--- src/rtl/mac_arbiter.sv ---
// Two-requester round-robin arbiter sharing one a*b+m datapath.
// Operands are registered on grant; the result is held until the owner takes it.
module top_level (
  input  logic [7:0]  A,
  input  logic [7:0]  B,
  input  logic [15:0] M,
  output logic [16:0] RES
);
  logic [15:0] prod;
  assign prod = A * B;
  assign RES  = {1'b0, prod} + {1'b0, M};
endmodule

module mac_arbiter (
  input  logic        clk,
  input  logic        rst,
  input  logic        req0_valid,
  output logic        req0_ready,
  input  logic [7:0]  req0_a,
  input  logic [7:0]  req0_b,
  input  logic [15:0] req0_m,
  input  logic        req1_valid,
  output logic        req1_ready,
  input  logic [7:0]  req1_a,
  input  logic [7:0]  req1_b,
  input  logic [15:0] req1_m,
  output logic        resp0_valid,
  input  logic        resp0_ready,
  output logic        resp1_valid,
  input  logic        resp1_ready,
  output logic [16:0] resp_res,
  output logic        busy
);

  typedef enum logic [1:0] {
    IDLE,
    CALC,
    RESP
  } state_e;

  state_e      state_q, state_d;
  logic [7:0]  a_q, a_d;
  logic [7:0]  b_q, b_d;
  logic [15:0] m_q, m_d;
  logic [16:0] res_q, res_d;
  logic        owner_q, owner_d;
  logic        last_q, last_d;
  logic        gnt0, gnt1;
  logic        own_ready;
  logic [16:0] dp_res;

  top_level u_dp (
    .A   (a_q),
    .B   (b_q),
    .M   (m_q),
    .RES (dp_res)
  );

  always_ff @(posedge clk) begin
    if (rst) begin
      state_q <= IDLE;
      a_q     <= '0;
      b_q     <= '0;
      m_q     <= '0;
      res_q   <= '0;
      owner_q <= 1'b0;
      last_q  <= 1'b1;
    end else begin
      state_q <= state_d;
      a_q     <= a_d;
      b_q     <= b_d;
      m_q     <= m_d;
      res_q   <= res_d;
      owner_q <= owner_d;
      last_q  <= last_d;
    end
  end

  // On contention the requester not served last wins.
  always_comb begin
    gnt0 = 1'b0;
    gnt1 = 1'b0;
    if (state_q == IDLE && !rst) begin
      unique case (1'b1)
        (req0_valid && req1_valid): begin
          gnt0 = last_q;
          gnt1 = !last_q;
        end
        (req0_valid && !req1_valid): gnt0 = 1'b1;
        (!req0_valid && req1_valid): gnt1 = 1'b1;
        default: ;
      endcase
    end
  end

  assign own_ready = owner_q ? resp1_ready : resp0_ready;

  always_comb begin
    state_d = state_q;
    a_d     = a_q;
    b_d     = b_q;
    m_d     = m_q;
    res_d   = res_q;
    owner_d = owner_q;
    last_d  = last_q;
    unique case (state_q)
      IDLE: begin
        if (gnt0 || gnt1) begin
          a_d     = gnt1 ? req1_a : req0_a;
          b_d     = gnt1 ? req1_b : req0_b;
          m_d     = gnt1 ? req1_m : req0_m;
          owner_d = gnt1;
          state_d = CALC;
        end
      end
      CALC: begin
        res_d   = dp_res;
        state_d = RESP;
      end
      RESP: begin
        if (own_ready) begin
          last_d  = owner_q;
          state_d = IDLE;
        end
      end
      default: state_d = IDLE;
    endcase
  end

  assign req0_ready  = gnt0;
  assign req1_ready  = gnt1;
  assign resp0_valid = (state_q == RESP) && !owner_q;
  assign resp1_valid = (state_q == RESP) && owner_q;
  assign resp_res    = (state_q == RESP) ? res_q : 17'd0;
  assign busy        = (state_q != IDLE);

endmodule
--- config.mk ---
export PLATFORM = sky130hd
export DESIGN_NAME = mac_arbiter
export DESIGN_NICKNAME = d
export VERILOG_FILES = /design/src/rtl/mac_arbiter.sv
export SDC_FILE = /design/constraint.sdc
export NUM_CORES = 1
export LEC_CHECK = 0
export BUFFER_PORTS_ARGS = -buffer_cell sky130_fd_sc_hd__clkbuf_2
export CAP_MARGIN = 20
export CORE_ASPECT_RATIO = 1.1
export CORE_MARGIN = 1.5
export CORE_UTILIZATION = 30
export DETAILED_ROUTE_END_ITERATION = 7
export PLACE_DENSITY = 0.58
export SLEW_MARGIN = 10
export SYNTH_ARGS = -nofsm -noshare
export SYNTH_HDL_FRONTEND = slang
export SYNTH_SLANG_ARGS = --single-unit
--- constraint.sdc ---
create_clock -name clk -period 5.9 [get_ports clk]
set_input_delay 0.295 -clock clk [delete_from_list [all_inputs] [get_ports clk]]
set_output_delay 0.295 -clock clk [all_outputs]
set_load 0.05 [all_outputs]
==> run_results.csv <==
group,metric,value,unit
route,ant_nets,0,
final_layout,area_delta_synth_final,15.6,%
grt,grt_pass1_vias,3986,
sta,rsz0062_at_grt,"no",
route,wl_met2,5250,um
die,rows,49,
placed_design,place.gp.congestion,0.852,
power,p_leak,2.99,nW
clocking,root_buffer,"clkbuf_16",
power,p_seq_share,39.4,%
grt,gr-total-overflow,0,
sta,hold_viol,0,
logic_synthesis,yosys.area.top_type,"dfxtp_1",
grt,grt_usage,14.4,%
sta,fmax,223,MHz
status,outcome,"complete, no violations",
critical_path,critical_path.max_fanout,9,
die,die_h,139,um
die,initial_utilization,30.6,%
logic_synthesis,yosys-top-cells-area,"dfxtp_1 (21%), fa_1 (20%), ha_1 (9.0%), inv_1 (8.0%), mux2i_1 (6.8%)",
power,internal_power,0.000721,W
logic_synthesis,yosys_warnings,0,
power,power.net_switching,0.000397,W
critical_path,reg2reg_depth,14,
placed_design,place_area,5630,um^2
clocking,clock_latency,0.30,ns
final_layout,drive_gt1_share,16.6,%
critical_path,startpoint_type,"flip-flop",
sta,final_max_slew_viol_count,0,
clocking,ctsResizeCount,0,
sta,max_slew.worst_pin.slew,0.866,ns
clocking,path_clk_slew,0.07,ns
placed_design,dp_slack,1.42,ns
logic_synthesis,synthesis.nets,754,
clocking,cts_buffers,5,
min_path,worstHoldPathType,"in -> reg",
clocking,cts_tree,"built",
die,fp.dieW,126,um
logic_synthesis,synth_top_area_share,21.2,%
logic_synthesis,async_reset_ff_share,0,%
placed_design,dpl.cell_count,866,
logic_synthesis,synth_edf_count,0,
sta,slew-limit-headroom,42.3,%
clocking,cts-hold-fix-buffers,0,
final_layout,fin_area,5790,um^2
grt,antenna_found_initial,0,
logic_synthesis,synth_area,5010,um^2
power,power.share.clock,29.2,%
logic_synthesis,synth_common_cells,"inv_1 (107), nand2_1 (59), dfxtp_1 (53)",
route,wl_met1,6070,um
critical_path,required,6.09,ns
clocking,cts_max_level,2,
job,cap_violations,0,
route,routed_wirelength,12000,um
logic_synthesis,yosysMostFrequentCell,"inv_1",
logic_synthesis,syn-mean-instance-area,8.39,um^2
die,core,16400,um^2
sta,worst_clock_skew,0.00653,ns
route,remaining_drc_errors,0,
critical_path,critPathCaptureType,"flip-flop",
critical_path,crit-reg2reg-launch,"a_q[5]",
final_layout,stdcell_count,874,
sta,finalCritPeriodShare,76.1,%
logic_synthesis,ys_seq_area_share,21.2,%
sta,period_minus_slack,4.49,ns
route,wl_met3,559,um
critical_path,regToRegEndpoint,"res_q[11]",
route,wl_per_cell,13.7,um
critical_path,crit_path_end,"res_q[11]",
critical_path,rrSetupSlack,1.41,ns
power,powerDensity,193,nW/um^2
power,power,0.00112,W
clocking,clockBufferDepth,2,
route,dr.pass1.iters,4,
power,combinationalPowerShare,31.4,%
final_layout,n_antenna_cell,0,
power,switching_share,35.5,%
route,viasPerCell,4.65,
route,routed.top_layer,"met4",
logic_synthesis,synth.distinct_cells,50,
die,io_pins,92,
critical_path,critPathLaunch,"a_q[5]",
grt,grt_pass1_wl,20400,um
logic_synthesis,synth-main-ff-cell,"dfxtp_1",
critical_path,path_class,"reg -> reg",
critical_path,arrival,4.68,ns
clocking,cts_sinks,53,
power,ir_drop,0.0975,mV
clocking,cts_setup_buffers,0,
placed_design,io_buffer_count,91,
die,dieArea,17500,um^2
route,vias,4062,
route,drt_iter0_markers,190,
sta,final.setup.tns,0,ns
grt,grt_max_degree,54,
final_layout,num-nets-final,826,
logic_synthesis,synth_seq_cells,53,
sta,setup_viol,0,
logic_synthesis,postSynthCellCount,597,
placed_design,dp_hpwl,9540,um
sta,setup_ws,1.41,ns
==> power groups by stage <==
stage	logic, W	clock network [W]	registers [W]
2_1_floorplan	0.000275	0	0.000426
3_3_place_gp	0.000352	0	0.000447
3_5_place_dp	0.000354	0	0.000449
4_1_cts	0.000357	0.000340	0.000441
5_1_grt	0.000408	0.000352	0.000448
6_report	0.000351	0.000326	0.000440
==> cell families (layout without fill, tap and decap cells) <==
family / after synthesis / after routing / share of synthesized area (%)
buf+inv: 138 / 211 / 10.7
fa+ha+maj: 87 / 87 / 29.4
simple gates: 189 / 189 / 18.8
flops: 53 / 53 / 21.2
mux: 34 / 34 / 6.79
compound gates: 96 / 96 / 13.2
==> worst min path at each step <==
stage | start | end | slack [ns] | cells past startpoint
2_1_floorplan | res_q[9] | res_q[9] | 0.43 | 2
3_3_place_gp | res_q[7] | res_q[7] | 0.43 | 2
3_5_place_dp | res_q[9] | res_q[9] | 0.44 | 2
4_1_cts | req1_m[8] | m_q[8] | 0.24 | 3
5_1_grt | req1_a[1] | a_q[1] | 0.25 | 3
6_report | req1_a[1] | a_q[1] | 0.25 | 3
==> metal layers <==
metal | GRT usage, % | vias to the layer above
met5 | 0 | -
met4 | 2.36 | 0
met3 | 3.16 | 6
met2 | 22.6 | 95
met1 | 20.6 | 1878
li1 | - | 2083
==> registers in the layout, summed over array words and instances (netlist names) <==
| signal | count |
|---|---|
| b_q | 8 |
| state_q | 2 |
| res_q | 17 |
| a_q | 8 |
| owner_q | 1 |
| last_q | 1 |
| m_q | 16 |
==> critical path: stages, from the launching register on <==
cell     delay [ns]
dfxtp_1        0.51
nand2_1        0.13
fa_1           0.53
fa_1           0.54
inv_1          0.05
fa_1           0.47
inv_1          0.05
fa_1           0.52
inv_1          0.04
ha_1           0.36
a21o_1         0.18
a21oi_1        0.33
a21oi_1        0.15
o21a_1         0.20
a311o_1        0.31
==> placed cells by master (no fill, tap or decap), drive strengths merged, types with 3 or more instances in the layout <==
cell type / count
o211ai: 3
inv: 108
o21a: 3
buf: 5
ha: 36
clkbuf: 98
or3: 3
a21oi: 26
fa: 51
and2: 51
or4: 3
nor2b: 5
nand3: 10
nor2: 39
o21ai: 12
nor3: 6
a211oi: 34
nand2: 60
a21o: 3
dfxtp: 53
mux2i: 34
==> area by class of cell <==
class	count	area (um^2)
fill	1747	10600
multi-input combinational	406	3420
sequential	53	1060
timing repair buffer	96	493
inverter	107	402
tap	204	255
clock buffer	7	153
clock inverter	1	8.76
==> per-stage QoR <==
| step | utilization (%) | hold slack [ns] |
|---|---|---|
| finish | 35.4 | 0.253 |
| global placement | 34.4 | 0.435 |
| detailed placement | 34.4 | 0.445 |
| floorplan | - | 0.427 |
| CTS | 35.4 | 0.242 |
| global route | 35.4 | 0.254 |
Note: power is estimated with default switching activity, not from simulation.
